**config.mk**
```make
export PLATFORM = sky130hd
export DESIGN_NAME = uart_rx
export DESIGN_NICKNAME = d
export VERILOG_FILES = /design/src/rtl/uart_rx.sv
export SDC_FILE = /design/constraint.sdc
export NUM_CORES = 1
export LEC_CHECK = 0
export BUFFER_PORTS_ARGS = -buffer_cell sky130_fd_sc_hd__buf_2
export CORE_ASPECT_RATIO = 2
export CORE_UTILIZATION = 49
export CTS_CLUSTER_DIAMETER = 200
export DETAILED_ROUTE_END_ITERATION = 10
export GPL_TIMING_DRIVEN = 0
export PLACE_DENSITY = 0.77
export SLEW_MARGIN = 40
export SYNTH_ARGS = -nofsm -noshare
export SYNTH_HDL_FRONTEND = slang
export SYNTH_SLANG_ARGS = --single-unit
```
**constraint.sdc**
```tcl
create_clock -name sys_clk -period 1.9 [get_ports sys_clk]
set_clock_uncertainty 0.2 [all_clocks]
set_input_delay 0 -clock sys_clk [delete_from_list [all_inputs] [get_ports sys_clk]]
set_output_delay 0 -clock sys_clk [all_outputs]
set_load 0.01 [all_outputs]
```
**src/rtl/uart_rx.sv**
```systemverilog
// 8N1 UART receiver: two-flop input synchroniser, mid-bit sampling FSM and a
// first-word-fall-through byte FIFO behind a valid/ready handshake.
module uart_rx #(
    parameter int CLKS_PER_BIT = 16,
    parameter int FIFO_DEPTH   = 4
) (
    input  logic       sys_clk,
    input  logic       sys_rst,
    input  logic       uart_rxd,
    output logic [7:0] rx_data,
    output logic       rx_valid,
    input  logic       rx_ready,
    output logic       frame_err,
    output logic       overrun,
    output logic       busy
);

    localparam int CNT_W  = $clog2(CLKS_PER_BIT);
    localparam int ADDR_W = $clog2(FIFO_DEPTH);
    localparam logic [CNT_W-1:0] HALF_M1 = CNT_W'(CLKS_PER_BIT / 2 - 1);
    localparam logic [CNT_W-1:0] FULL_M1 = CNT_W'(CLKS_PER_BIT - 1);

    typedef enum logic [2:0] {
        S_IDLE,
        S_START,
        S_DATA,
        S_STOP,
        S_BREAK
    } state_t;

    state_t state_reg, state_next;

    logic             rxd_meta_reg;
    logic             rxd_s_reg;
    logic [CNT_W-1:0] cnt_reg;
    logic [2:0]       bit_idx_reg;
    logic [7:0]       shift_reg;
    logic             frame_err_reg;
    logic             overrun_reg;

    logic [7:0]       mem_reg [FIFO_DEPTH];
    logic [ADDR_W:0]  wr_ptr_reg;
    logic [ADDR_W:0]  rd_ptr_reg;

    logic half_hit;
    logic bit_hit;
    logic cnt_clr;
    logic idx_clr;
    logic shift_en;
    logic byte_done;
    logic stop_err;

    logic fifo_full;
    logic fifo_pop;
    logic fifo_write;

    assign half_hit = (cnt_reg == HALF_M1);
    assign bit_hit  = (cnt_reg == FULL_M1);

    // Two-flop synchroniser; idles high so reset never looks like a start bit.
    always_ff @(posedge sys_clk) begin
        if (sys_rst) begin
            rxd_meta_reg <= 1'b1;
            rxd_s_reg    <= 1'b1;
        end else begin
            rxd_meta_reg <= uart_rxd;
            rxd_s_reg    <= rxd_meta_reg;
        end
    end

    always_ff @(posedge sys_clk) begin
        if (sys_rst) begin
            state_reg <= S_IDLE;
        end else begin
            state_reg <= state_next;
        end
    end

    always_comb begin
        state_next = state_reg;
        case (state_reg)
            S_IDLE:  if (!rxd_s_reg) state_next = S_START;
            S_START: if (half_hit) state_next = rxd_s_reg ? S_IDLE : S_DATA;
            S_DATA:  if (bit_hit && bit_idx_reg == 3'd7) state_next = S_STOP;
            S_STOP:  if (bit_hit) state_next = rxd_s_reg ? S_IDLE : S_BREAK;
            S_BREAK: if (rxd_s_reg) state_next = S_IDLE;
            default: state_next = S_IDLE;
        endcase
    end

    always_comb begin
        busy      = (state_reg != S_IDLE);
        cnt_clr   = 1'b0;
        idx_clr   = 1'b0;
        shift_en  = 1'b0;
        byte_done = 1'b0;
        stop_err  = 1'b0;
        case (state_reg)
            S_IDLE:  cnt_clr = 1'b1;
            S_START: begin
                idx_clr = 1'b1;
                cnt_clr = half_hit;
            end
            S_DATA: begin
                shift_en = bit_hit;
                cnt_clr  = bit_hit;
            end
            S_STOP: begin
                cnt_clr   = bit_hit;
                byte_done = bit_hit & rxd_s_reg;
                stop_err  = bit_hit & ~rxd_s_reg;
            end
            default: cnt_clr = 1'b1;
        endcase
    end

    // Bit timing and LSB-first byte assembly.
    always_ff @(posedge sys_clk) begin
        if (sys_rst) begin
            cnt_reg     <= '0;
            bit_idx_reg <= '0;
            shift_reg   <= '0;
        end else begin
            cnt_reg <= cnt_clr ? '0 : cnt_reg + 1'b1;
            if (idx_clr) begin
                bit_idx_reg <= '0;
            end else if (shift_en) begin
                bit_idx_reg <= bit_idx_reg + 3'd1;
            end
            if (shift_en) begin
                shift_reg <= {rxd_s_reg, shift_reg[7:1]};
            end
        end
    end

    // Pointers carry one extra wrap bit so full and empty are distinguishable.
    assign fifo_full  = (wr_ptr_reg[ADDR_W] != rd_ptr_reg[ADDR_W]) &&
                        (wr_ptr_reg[ADDR_W-1:0] == rd_ptr_reg[ADDR_W-1:0]);
    assign rx_valid   = (wr_ptr_reg != rd_ptr_reg);
    assign fifo_pop   = rx_valid & rx_ready;
    assign fifo_write = byte_done & (~fifo_full | fifo_pop);
    assign rx_data    = mem_reg[rd_ptr_reg[ADDR_W-1:0]];

    always_ff @(posedge sys_clk) begin
        if (fifo_write) begin
            mem_reg[wr_ptr_reg[ADDR_W-1:0]] <= shift_reg;
        end
    end

    always_ff @(posedge sys_clk) begin
        if (sys_rst) begin
            wr_ptr_reg    <= '0;
            rd_ptr_reg    <= '0;
            frame_err_reg <= 1'b0;
            overrun_reg   <= 1'b0;
        end else begin
            if (fifo_write) begin
                wr_ptr_reg <= wr_ptr_reg + 1'b1;
            end
            if (fifo_pop) begin
                rd_ptr_reg <= rd_ptr_reg + 1'b1;
            end
            frame_err_reg <= stop_err;
            overrun_reg   <= byte_done & fifo_full & ~fifo_pop;
        end
    end

    assign frame_err = frame_err_reg;
    assign overrun   = overrun_reg;

endmodule

```
; Word level (Yosys, flattened, before mapping)
; Memories as Yosys holds them, arrays and structs flattened. A register that Yosys moved wholly into a read port is not among the register bits.
; Index checks and enable logic that the tools add are counted.
[word_totals]
memories = 1
ram_bits = 32
word_cells = 66
ff_bits = 28
input_bits = 4
latchBits = 0
mem_bits_ro = 0
[classes]
multipliers = 0
div_mod_pow = 0
n_addsub = 4
eq_ne = 15
bitwise = 11
mux = 16
n_shift = 0
reduce_logical = 9
n_lt_le_gt_ge = 0
[memory_table]
columns = memory, words, word_bits, read_ports, rd_clocked_by_memory_dff, write_ports, line
row1 = mem_reg, 4, 8, 1, 1, 1, 41  ; logic [7:0] mem_reg [FIFO_DEPTH];
[ops]
columns = op, count
row1 = 3-bit 2-to-1 mux, 6
row2 = 3-bit one-hot mux with 5 select lines, 1
row3 = 2-bit != test (second input constant), 5
row4 = 3-bit by 1-bit adder with 3-bit output (second input constant), 3
row5 = 2-bit OR reduction, 4
row6 = 1-bit bitwise AND, 6
row7 = 3-bit by 2-bit equality test with 1-bit output (second input constant), 2
row8 = 3-bit equality test (second input constant), 2
row9 = 2-bit 2-to-1 mux, 3
row10 = 1-bit 2-to-1 mux, 5
row11 = 5-bit AND reduction, 1
row12 = 4-bit by 1-bit adder with 4-bit output (second input constant), 1
row13 = 4-bit by 3-bit equality test with 1-bit output (second input constant), 1
row14 = 4-bit equality test (second input constant), 1
row15 = 1-bit NOT, 4
row16 = 3-bit by 1-bit equality test with 1-bit output (second input constant), 1
row17 = 3-bit logical NOT, 1
row18 = 3-bit != test, 1
row19 = 3-bit nonzero test, 1
row20 = 2-bit equality test, 1
row21 = 1-bit logical AND, 2
row22 = 1-bit one-hot mux with 2 select lines, 1
row23 = 1-bit != test, 1
row24 = 1-bit bitwise OR, 1

; Logic depth before layout (Yosys ltp)
[logic_depth]
ltp_word = 7
ltp_mapped = 6

; Worst setup path after synthesis
; OpenSTA, ideal clock, no wires.
[synth_path]
path_type = reg-to-reg
from = register cnt_reg[0]
to = memory mem_reg[3][0], enable pin
arrival_time_ns = 1.482
required_time_ns = 1.317
slack_ns = -0.165
path_stages_with_launch = 5
path_buffers = 0
cell_sequence = dfxtp_1 > ha_1 > and4_1 > nand2_1 > nor3_1
[synth_between]
elab_chain_len = 6
[synth_lines]
columns = element, line
row1 = from (decl), 35  ; logic [CNT_W-1:0] cnt_reg;
row2 = from (signal assigned), 124  ; cnt_reg <= cnt_clr ? '0 : cnt_reg + 1'b1;
row3 = 4-bit equality test, 58  ; assign bit_hit = (cnt_reg == FULL_M1);
row4 = 1-bit bitwise AND, 110  ; byte_done = bit_hit & rxd_s_reg;
row5 = 1-bit 2-to-1 mux, 98  ; case (state_reg)
row6 = 1-bit bitwise AND, 141  ; assign fifo_write = byte_done & (~fifo_full | fifo_pop);
row7 = 1-bit 2-to-1 mux, 145  ; if (fifo_write) begin
row8 = 1-bit 2-to-1 mux (not written as such), 146  ; mem_reg[wr_ptr_reg[ADDR_W-1:0]] <= shift_reg;
row9 = to (decl), 41
; No other way between the ends.

; Worst setup path after layout
[layout_path]
from = register rd_ptr_reg[0]
to = output port rx_valid
[layout_between]
elab_chain_len = 1
[layout_lines]
columns = element, line
row1 = from (decl), 43  ; logic [ADDR_W:0] rd_ptr_reg;
row2 = from (signal assigned), 161  ; rd_ptr_reg <= rd_ptr_reg + 1'b1;
row3 = 3-bit != test, 139  ; assign rx_valid = (wr_ptr_reg != rd_ptr_reg);
row4 = to (decl), 11  ; output logic rx_valid,
; No other way between the ends.

==> results.txt <==
Setup repair after global routing left no endpoint under its margin. Flip-flop and latch count after synthesis: 62. The tightest min-delay check is of the input pin to register type. The residual DRC count is 0, and the share of the clock period used by the worst path is 0.955. Across the run, the number of max-cap violations was 0. The die extent in y works out to 102 um.

Setup violations remaining at the end of the flow were counted as 0. The type of the worst setup path is register to primary output. The largest voltage drop on the vdd net is 0.000816 V, and the synthesized net count is 188. Power spread over the standard cell area amounts to 896 nW/um^2. Total number of vias: 1435. After detailed routing, the average wire length per cell comes to 14.9 um.

The run finished with clean final reports. The tools report the register area share after synthesis as 0.633. The detail route stage leaves a number of antenna-violating nets equal to 0.

The final cell count without fillers came out at 271. The average cell area after synthesis is 14.0 um^2. The basic-gate share of the synthesized area counting and, or, nand and nor cells is 0.115, and the initial antenna violation count is 0. The arrival time at the worst endpoint was 1.62 ns; the upper clock frequency limit was 0.551 GHz.

The top cell type's share of synthesized area came out at 0.389. Root buffer cell: clkbuf_8. The CTS H-tree depth is 3, and the pin count of the biggest net entering global routing is 11.

The finished cells cover 2980 um^2. The share of post-route cells with drive strength above 1 was 0.313; the highest net fanout along the worst path was 3. After layout, the minimum clock period comes to 1.82 ns. The tools report the total clock buffers created by CTS as 9. The area fraction in compound gates after synthesis works out to 0.0370. The first global-routing pass estimated 6710 um of wire. Before antenna repair, the detailed router went through 4 iterations. After the last flow step, the layout net total stands at 221. The library cells used most frequently in the layout, excluding fill and tap cells, are 32 x edfxtp_1, 25 x nor2_1, 25 x dfxtp_1, 16 x buf_2, 11 x mux2i_1. The width of the die is 52.2 um, and the instance area at placement is 2620 um^2. The library cell occupying the most area in the post-synthesis netlist is edfxtp_1. For the clock latency at the later pin of the worst-skew pair, the log shows 0.33 ns. After synthesis, the largest family of logic cells by area is multiplexers. Routability-driven placement finished with a final weighted congestion of 0.758.

The tools report the cell area after synthesis as 2470 um^2. The run gives 375 as the layout filler cell count. Leaving out fill and tap cells, the most frequent cell in the layout is edfxtp_1. Yosys mapped the design onto 35 distinct sky130hd cell types.

After synthesis, the cell types taking the most area are edfxtp_1 39%, dfxtp_1 24%, mux4_2 7.3%. Dividing the detail-routed via count by the number of cells gives 5.30. After clock tree synthesis, the clock-pin slew on the worst setup and hold paths is 0.06 ns. The area growth from synthesis to layout is 20.7%. At the worst endpoint, the required time is 1.70 ns. For the number of cell rows, the log shows 36. For the relative max-transition margin, the log shows 0.673. The completed layout was analyzed and its total power is 2670 uW.

The cell total after placement is 248. The analysis attributes to cell leakage a power of 0.00108 uW. The max-slew violation count was 0; the count of input and output buffers was 15.

The repair_antennas step left the layout with diodes totalling 0. The fraction of synthesized area in multiplexers is 0.118, and the area inside the core boundary is 4860 um^2. For the pin with the worst max-slew slack, the measured transition is 0.491 ns. The run gives 0.176 as the global-route usage over all layers.

During I/O placement, the number of pins put on the boundary was 16. The register with the most flip-flops in the layout has 32 of them. The logs give 1462 for the number of global-route vias before repair and 5340 um^2 for the die outline area.

The post-synthesis share of cell area spent on full adders, half adders and majority gates is 0.0405. For the number of violations reported at the end of detailed-routing iteration 0, the log shows 21. The starting utilization of the core area was 0.507. The xor/xnor cell area share of the yosys netlist is 0.0380.

The aggregate routed wire length was 4040 um. STA classifies the critical path endpoint as a primary output. The clock drives 62 sinks. The total of warnings raised by yosys is 0, and the maximum buffer depth of the clock tree is 2. The tools report the number of failing hold endpoints at the final stage as 0. The residual overflow from global routing came out at 0.

Synthesis handed over a netlist of 176 instances. Summed over all nets, the half-perimeter wirelength after detailed placement is 2770 um. TritonCTS built the clock tree.

STA classifies the critical path startpoint as a register.
logic make-up after synthesis:
kind of cell    count (synthesis)
fa+ha+maj                       8
flops                          62
compound gates                 14
simple gates                   53
xor+xnor                        9
mux                            19
buf+inv                        11
report_power, final:
group	leakage (uW)	total (uW)	switching, uW	internal [uW]
clock	0.000110	1240	472	771
combinational	0.000427	28.5	16.0	12.5
sequential	0.000541	1400	3.36	1400
total	0.00108	2670	491	2180
routing by layer:
| layer | share of wire | global-route usage |
|---|---|---|
| met1 | 0.37 | 0.176 |
| met2 | 0.59 | 0.322 |
| met3 | 0.028 | 0.0446 |
| met4 | 0.011 | 0.0891 |
| met5 | 0 | 0 |
worst paths after layout:
kind / start / to / slack (ns) / depth (start not counted)
max: rd_ptr_reg[0]$_SDFFE_PP0N_ / rx_valid / 0.08 / 4
max reg2reg: wr_ptr_reg[1]$_SDFFE_PP0P_ / wr_ptr_reg[2]$_SDFFE_PP0P_ / 0.12 / 5
min reg2reg: rxd_meta_reg$_SDFF_PP1_ / rxd_s_reg$_SDFF_PP1_ / 0.21 / 1
min: uart_rxd / rxd_meta_reg$_SDFF_PP1_ / 0.18 / 3
worst max-delay path, cell delays in order, from the launching register on:
cell and delay, ns:
dfxtp_2 0.35, xor2_2 0.20, buf_4 0.15, or3_2 0.43
buf_2 0.15
timing repair:
action	CTS	global route
setup endpoints to repair	39	46
pin swaps	1	3
hold buffers	3	0
gates resized for setup	10	12
buffers inserted	3	1
endpoints found under the hold margin	16	0
per-stage QoR:
step / setup TNS (ns) / utilization / worst slack (ns) / hold slack [ns]
floorplan: 0 / - / 0.0779 / -0.0962
global placement: -6.89 / 0.539 / -0.266 / -0.0176
detailed placement: -8.11 / 0.539 / -0.283 / -0.0155
CTS: 0 / 0.601 / 0.0123 / 0.165
global route: 0 / 0.613 / 0.0177 / 0.196
finish: 0 / 0.613 / 0.0849 / 0.178
cell type report:
type | count | area [um^2] | area share
multi-input cells | 103 | 925 | 0.310
clock buffers | 12 | 145 | 0.0487
repair buffers | 22 | 148 | 0.0495
well taps | 57 | 71.3 | 0.0239
plain buffers | 6 | 35.0 | 0.0118
inverters | 5 | 18.8 | 0.00630
flip-flops and latches | 62 | 1570 | 0.526
clock inverters | 4 | 70.1 | 0.0235
cells in the mapped netlist:
library cell,number
a21oi_1,6
a311oi_1,1
and2_1,4
and3b_1,1
and4_1,2
buf_1,1
buf_2,2
buf_4,1
clkbuf_1,2
dfxtp_1,30
edfxtp_1,32
ha_1,8
inv_1,5
mux2i_1,11
mux4_2,8
nand2_1,3
nand2b_1,2
nand3_1,2
nand3b_1,1
nand4_1,1
nor2_1,26
nor3_1,3
nor4b_4,1
o21ai_0,2
o21bai_1,1
o221a_2,1
o311ai_0,1
o31ai_1,2
or2_2,2
or3_1,1
or3_2,2
or4_1,2
xnor2_1,4
xor2_1,3
xor2_2,2
No activity file was read; power rests on OpenSTA's default activity.
